<file path="src/rtl/shift_tx_pkg.sv">
// -----------------------------------------------------------------------------
// shift_tx_pkg
// Shared types and constants for the two-requester serial transmit scheduler.
//   state_e : FSM encoding (IDLE, SHIFT, PARITY)
//   REQ0/1  : requester id values as driven on sid
// -----------------------------------------------------------------------------
package shift_tx_pkg;

    typedef enum logic [1:0] {
        IDLE   = 2'd0,
        SHIFT  = 2'd1,
        PARITY = 2'd2
    } state_e;

    localparam logic REQ0 = 1'b0;
    localparam logic REQ1 = 1'b1;

endpackage

</file>
<file path="src/rtl/shift_tx_scheduler_if.sv">
// -----------------------------------------------------------------------------
// shift_tx_scheduler_if
// Bundle of the two requester handshakes and the serial output side.
//   req0_valid/req0_data/req0_ready : requester 0 valid/ready word channel
//   req1_valid/req1_data/req1_ready : requester 1 valid/ready word channel
//   sdo, sframe, sid, done          : serial line, frame strobe, owner id, end pulse
// Modports: master = producer/sink side, slave = scheduler side.
// -----------------------------------------------------------------------------
interface shift_tx_scheduler_if #(
    parameter int WIDTH = 4
);
    logic             req0_valid;
    logic [WIDTH-1:0] req0_data;
    logic             req0_ready;
    logic             req1_valid;
    logic [WIDTH-1:0] req1_data;
    logic             req1_ready;
    logic             sdo;
    logic             sframe;
    logic             sid;
    logic             done;

    modport master (
        output req0_valid, req0_data, req1_valid, req1_data,
        input  req0_ready, req1_ready, sdo, sframe, sid, done
    );

    modport slave (
        input  req0_valid, req0_data, req1_valid, req1_data,
        output req0_ready, req1_ready, sdo, sframe, sid, done
    );
endinterface

</file>
<file path="src/rtl/shift_tx_rr_arbiter.sv">
// -----------------------------------------------------------------------------
// shift_tx_rr_arbiter
// Two-way combinational round-robin grant. The priority pointer is owned by
// the parent; this block only decides who wins this cycle.
//   i_valid[1:0] : requester valids
//   i_prio       : requester id that wins when both are valid
//   o_grant[1:0] : one-hot (or zero) grant vector
//   o_gnt_id     : id of the granted requester (0 when nothing granted)
// -----------------------------------------------------------------------------
module shift_tx_rr_arbiter
    import shift_tx_pkg::*;
(
    input  logic [1:0] i_valid,
    input  logic       i_prio,
    output logic [1:0] o_grant,
    output logic       o_gnt_id
);

    always_comb begin
        o_grant[0] = i_valid[0] & (~i_valid[1] | (i_prio == REQ0));
        o_grant[1] = i_valid[1] & (~i_valid[0] | (i_prio == REQ1));
        o_gnt_id   = o_grant[1] ? REQ1 : REQ0;
    end

endmodule

</file>
<file path="src/rtl/shift_tx_scheduler.sv">
// -----------------------------------------------------------------------------
// shift_tx_scheduler
// Round-robin scheduler for two parallel-word requesters feeding one serial
// line. The granted word is loaded into a left-shift register and sent
// MSB-first with a frame strobe and a one-cycle done pulse on the last cycle.
//   clk  : clock, all updates on rising edge
//   rstn : synchronous active-low reset
//   bus  : shift_tx_scheduler_if.slave (requester handshakes + serial outputs)
// Optional build macro SHIFT_TX_PARITY_EN appends an even-parity bit cycle
// after the data bits and moves done onto it.
//
// state  | meaning
// -------+-----------------------------------------------------------
// IDLE   | arbitrate, ready asserted for the winner, load on handshake
// SHIFT  | one data bit per cycle on sdo, counter counts down to 0
// PARITY | (macro only) single cycle carrying the even-parity bit
// -----------------------------------------------------------------------------
module shift_tx_scheduler
    import shift_tx_pkg::*;
#(
    parameter int WIDTH = 4
) (
    input  logic                 clk,
    input  logic                 rstn,
    shift_tx_scheduler_if.slave  bus
);

    localparam int              CW       = $clog2(WIDTH);
    localparam logic [CW-1:0]   CNT_LAST = CW'(WIDTH - 1);
    localparam logic [1:0]      ST_IDLE  = IDLE;
    localparam logic [1:0]      ST_SHIFT = SHIFT;
`ifdef SHIFT_TX_PARITY_EN
    localparam logic [1:0]      ST_PARITY = PARITY;
`endif

    logic [1:0]       r_state;
    logic             r_prio;
    logic [WIDTH-1:0] r_shift;
    logic [CW-1:0]    r_cnt;
    logic             r_sid;
    logic             r_sdo;
    logic             r_sframe;
    logic             r_done;
`ifdef SHIFT_TX_PARITY_EN
    logic             r_par;
`endif

    logic [1:0]       w_grant;
    logic             w_gnt_id;
    logic             w_hs;
    logic [WIDTH-1:0] w_gnt_data;

    shift_tx_rr_arbiter u_arb (
        .i_valid  ({bus.req1_valid, bus.req0_valid}),
        .i_prio   (r_prio),
        .o_grant  (w_grant),
        .o_gnt_id (w_gnt_id)
    );

    // Ready is only offered in IDLE and is gated by rstn so nothing is
    // accepted on a reset edge.
    assign w_hs       = (r_state == ST_IDLE) & rstn & (|w_grant);
    assign w_gnt_data = w_gnt_id ? bus.req1_data : bus.req0_data;

    assign bus.req0_ready = (r_state == ST_IDLE) & rstn & w_grant[0];
    assign bus.req1_ready = (r_state == ST_IDLE) & rstn & w_grant[1];
    assign bus.sdo        = r_sdo;
    assign bus.sframe     = r_sframe;
    assign bus.sid        = r_sid;
    assign bus.done       = r_done;

    always_ff @(posedge clk) begin
        if (!rstn) begin
            r_state  <= ST_IDLE;
            r_prio   <= REQ0;
            r_shift  <= '0;
            r_cnt    <= '0;
            r_sid    <= REQ0;
            r_sdo    <= 1'b0;
            r_sframe <= 1'b0;
            r_done   <= 1'b0;
`ifdef SHIFT_TX_PARITY_EN
            r_par    <= 1'b0;
`endif
        end else begin
            case (r_state)
                ST_IDLE: begin
                    if (w_hs) begin
                        r_shift  <= w_gnt_data;
                        r_cnt    <= CNT_LAST;
                        r_sid    <= w_gnt_id;
                        r_prio   <= ~w_gnt_id;
                        r_state  <= ST_SHIFT;
                        // Output flops lead the shift register by one
                        // cycle so the first bit appears in bit cycle 1.
                        r_sdo    <= w_gnt_data[WIDTH-1];
                        r_sframe <= 1'b1;
                        r_done   <= 1'b0;
`ifdef SHIFT_TX_PARITY_EN
                        r_par    <= ^w_gnt_data;
`endif
                    end
                end
                ST_SHIFT: begin
                    r_shift <= {r_shift[WIDTH-2:0], 1'b0};
                    if (r_cnt == '0) begin
`ifdef SHIFT_TX_PARITY_EN
                        r_state  <= ST_PARITY;
                        r_sdo    <= r_par;
                        r_sframe <= 1'b1;
                        r_done   <= 1'b1;
`else
                        r_state  <= ST_IDLE;
                        r_sdo    <= 1'b0;
                        r_sframe <= 1'b0;
                        r_done   <= 1'b0;
`endif
                    end else begin
                        r_cnt    <= r_cnt - 1'b1;
                        r_sdo    <= r_shift[WIDTH-2];
                        r_sframe <= 1'b1;
`ifdef SHIFT_TX_PARITY_EN
                        r_done   <= 1'b0;
`else
                        // Next cycle is the last data bit.
                        r_done   <= (r_cnt == CW'(1));
`endif
                    end
                end
`ifdef SHIFT_TX_PARITY_EN
                ST_PARITY: begin
                    r_state  <= ST_IDLE;
                    r_sdo    <= 1'b0;
                    r_sframe <= 1'b0;
                    r_done   <= 1'b0;
                end
`endif
                default: begin
                    r_state  <= ST_IDLE;
                    r_sdo    <= 1'b0;
                    r_sframe <= 1'b0;
                    r_done   <= 1'b0;
                end
            endcase
        end
    end

endmodule

</file>
<file path="src/flat_wrapper.sv">
// flat-port wrapper written by rule: the top's interface ports become plain ports
module shift_tx_scheduler_flat import shift_tx_pkg::*;
#(
    parameter int WIDTH = 4
)
  (clk, rstn, bus_req0_valid, bus_req0_data, bus_req1_valid, bus_req1_data, bus_req0_ready, bus_req1_ready, bus_sdo, bus_sframe, bus_sid, bus_done);
  shift_tx_scheduler_if #(.WIDTH(WIDTH)) bus_i ();
  input  logic clk;
  input  logic rstn;
  input wire logic [$bits(bus_i.req0_valid)-1:0] bus_req0_valid;
  input wire logic [$bits(bus_i.req0_data)-1:0] bus_req0_data;
  input wire logic [$bits(bus_i.req1_valid)-1:0] bus_req1_valid;
  input wire logic [$bits(bus_i.req1_data)-1:0] bus_req1_data;
  output wire logic [$bits(bus_i.req0_ready)-1:0] bus_req0_ready;
  output wire logic [$bits(bus_i.req1_ready)-1:0] bus_req1_ready;
  output wire logic [$bits(bus_i.sdo)-1:0] bus_sdo;
  output wire logic [$bits(bus_i.sframe)-1:0] bus_sframe;
  output wire logic [$bits(bus_i.sid)-1:0] bus_sid;
  output wire logic [$bits(bus_i.done)-1:0] bus_done;
  assign bus_i.req0_valid = bus_req0_valid;
  assign bus_i.req0_data = bus_req0_data;
  assign bus_i.req1_valid = bus_req1_valid;
  assign bus_i.req1_data = bus_req1_data;
  assign bus_req0_ready = bus_i.req0_ready;
  assign bus_req1_ready = bus_i.req1_ready;
  assign bus_sdo = bus_i.sdo;
  assign bus_sframe = bus_i.sframe;
  assign bus_sid = bus_i.sid;
  assign bus_done = bus_i.done;
  shift_tx_scheduler #(.WIDTH(WIDTH)) u_core (.clk(clk), .rstn(rstn), .bus(bus_i));
endmodule
</file>
<file path="config.mk">
export PLATFORM = sky130hd
export DESIGN_NAME = shift_tx_scheduler_flat
export DESIGN_NICKNAME = d
export VERILOG_FILES = /design/src/rtl/shift_tx_pkg.sv /design/src/rtl/shift_tx_scheduler_if.sv /design/src/rtl/shift_tx_rr_arbiter.sv /design/src/rtl/shift_tx_scheduler.sv /design/src/flat_wrapper.sv
export SDC_FILE = /design/constraint.sdc
export NUM_CORES = 1
export LEC_CHECK = 0
export CAP_MARGIN = 30
export CORE_MARGIN = 8
export CORE_UTILIZATION = 38
export DETAILED_ROUTE_END_ITERATION = 10
export PLACE_DENSITY_LB_ADDON = 0.08
export SETUP_SLACK_MARGIN = 0.5
export SYNTH_ARGS = -nofsm -noshare
export SYNTH_HDL_FRONTEND = slang
export SYNTH_SLANG_ARGS = --single-unit
</file>
<file path="constraint.sdc">
create_clock -name clk -period 2.5 [get_ports clk]
set_input_delay 0.5 -clock clk [delete_from_list [all_inputs] [get_ports clk]]
set_output_delay 0.5 -clock clk [all_outputs]
set_load 0.005 [all_outputs]
</file>
==> results.md <==
- Site Rows: 13
- Routed Antenna Nets: 0
- Crit end category: output port
- Initial antenna violation count: 0
- Max frequency: 510 MHz
- Die Wd: 54.0 µm
- Max Cap Viol: 0
- Later-pin clock latency in the skew report: 260 ps
- Synthesized area per cell: 9.29 µm²
- Slew Viols, Final: 0
- Post_cts resized: 5
- Number of remaining DRC errors: 0
- Ys Warns: 0
- Avg WL per Cell: 13.6 µm
- Synth top area cells: dfxtp_1, o21ai_0, o32ai_1, ha_1, o211a_1
- Port bufs: 17
- Max VDD drop: 0.347 mV
- Sum Neg Setup Slack: 0 ps
- Gr usage total: 9.70%
- Fraction of final layout cells sized beyond drive strength 1: 20.0%
- Clock-pin transition on the worst setup and hold timing paths: 60 ps
- Crit-path max cell delay: 420 ps
- Worst Tran Pin Value: 341 ps
- Post-CTS setup buffer count: 0
- H-tree lvl count: 1
- Die Y: 54.0 µm
- # fillers: 134
- Clock skew: 0.989 ps
- Final hold vios: 0
- Via density per instance: 5.17
- Number of DRC markers in iteration 0: 5
- CTS Root Cell: clkbuf_4
- Total power: 0.429 mW
- Critical path peak fanout: 2
- Synth Register Bits: 11
- Clock Tree Buf Depth: 2
- Async SR Flop Fraction: 0%
- Num CTS Buffers: 3
- Post-synth top area share: 40.2%
- Data arrival, critical path: 1460 ps
- First-pass iteration count of the detailed router: 4
- Detailed-route wire length: 1360 µm
- Relative slew slack: 77.0%
- RSZ-0062 raised after global routing: yes
- Top Ports: 18
- Congestion Overflow GR: 0
- TritonCTS clock tree: done
- Yosys cell types: 31
- Die area: 2910 µm²
- Mapped Area: 548 µm²
- Clock sink count: 11
- Placer Congestion: 0.674
- Syn nets: 73
- Global-route wire length before repair: 2100 µm
- Most used DFF post-synth: dfxtp_1
- Yosys top cell by area: dfxtp_1
- Initial core utilization: 41.6%
- Critical Path Slowest Stage Cell: clkdlybuf4s50_1
- Tcrit/Tclk final: 78.5%
- Vias: 517
- WP data required: 2000 ps
- Cell count after synthesis: 59
- Area growth, synth to finish: 47.3%
- # diodes: 0
- Hold_buf cts: 0
- Kind of critical path: input port to output port
- Final #Nets: 100
- Run status: complete, no violations
- Final setup violation count: 0
- Pwr dens: 531 nW/µm²
- DP HPWL: 1020 µm
- Worst path cell trace: clkdlybuf4s50_1 -> a21bo_2 -> nor3b_2 -> clkbuf_2
- Largest net degree at the start of global routing: 17
- Post-synth EDFFs: 0
- Hold Path Class: register to register
- Startpoint Class: input port
- Leakage power total: 0.340 nW
- Crit path time final: 1960 ps
- Core Box Area: 1320 µm²
- Vias in the first global route: 485
- Register area share after synthesis: 40.2%
-- path summary, 6_finish.rpt --
kind              slack, ps             from               to  cells after the start
setup / recovery        540   bus_req1_valid   bus_req0_ready                      4
hold / removal          480   u_core.bus.sid   u_core.bus.sid                      2
setup reg to reg       1370  u_core.r_cnt[0]  u_core.r_cnt[0]                      5
hold reg to reg         480   u_core.bus.sid   u_core.bus.sid                      2
-- per-stage QoR --
stage	instances	setup WS [ps]	hold WS [ps]	utilization (%)	instance area (µm²)
floorplan	59	1050	443	-	548
global placement	96	21.9	468	59.3	781
detailed placement	96	6.45	479	59.3	781
CTS	100	383	489	61.1	805
global route	100	493	531	61.3	807
finish	100	538	484	61.3	807
-- registers in the layout, summed over array words and instances, names as in the netlist --
signal and count:
u_core.bus.done 1, u_core.bus.sdo 1, u_core.bus.sframe 1, u_core.bus.sid 1
u_core.r_cnt 2, u_core.r_prio 1, u_core.r_shift 3, u_core.r_state 1
-- cell usage after synthesis, drive strengths merged, types with 2 or more instances --
library cell / count
o32ai: 3
nand3b: 2
o211a: 2
ha: 2
o21ai: 9
a21boi: 2
nor2b: 2
inv: 4
nand3: 2
dfxtp: 11
-- logic make-up after synthesis --
group	share of synthesized area, %
buf+inv	4.34
simple gates	22.4
mux	1.83
fa+ha+maj	4.57
compound gates	26.7
flops	40.2
-- final cells by class --
| cell class | instances | area [µm²] | area share, % |
|---|---|---|---|
| clock buffers | 4 | 26.3 | 3.26 |
| multi-input cells | 42 | 312 | 38.6 |
| well taps | 15 | 18.8 | 2.33 |
| repair buffers | 24 | 214 | 26.5 |
| flip-flops and latches | 11 | 221 | 27.4 |
| inverters | 4 | 15.0 | 1.86 |
-- where the power goes --
part	internal, mW	switching, mW
clock	0.0617	0.0561
sequential	0.193	0.0159
combinational	0.0630	0.0386
total	0.318	0.111
-- routing by layer --
metal | GRT usage [%] | vias to the layer above | wire (µm)
met5 | 0 | - | 0
met2 | 13.1 | 12 | 589
li1 | - | 273 | -
met1 | 11.9 | 228 | 625
met4 | 8.61 | 0 | 29
met3 | 3.03 | 4 | 111
-- critical path: cells and delay by family --
family                 cells  cell delay, ps
AOI/OAI and AO/OA          1             240
and+or+nand+nor            1             170
buffers and inverters      2             550
-- cell usage in the layout (no fill, tap or decap), drive strengths merged --
cell,n
nand3b,2
or2b,1
a211oi,1
nor2b,2
nand4b,1
and2,1
or2,1
nand2,1
and3,1
nor3b,1
or3,1
o32ai,3
dfxtp,11
dlygate4sd2,3
nand3,2
clkbuf,5
o311a,1
a21oi,1
o21a,1
and2b,1
o211a,2
nor4b,1
o21ai,9
nand2b,1
inv,4
a21bo,1
buf,7
clkdlybuf4s50,13
ha,2
nor3,1
mux2i,1
a21boi,2
Power figures use the tool's default switching activity.
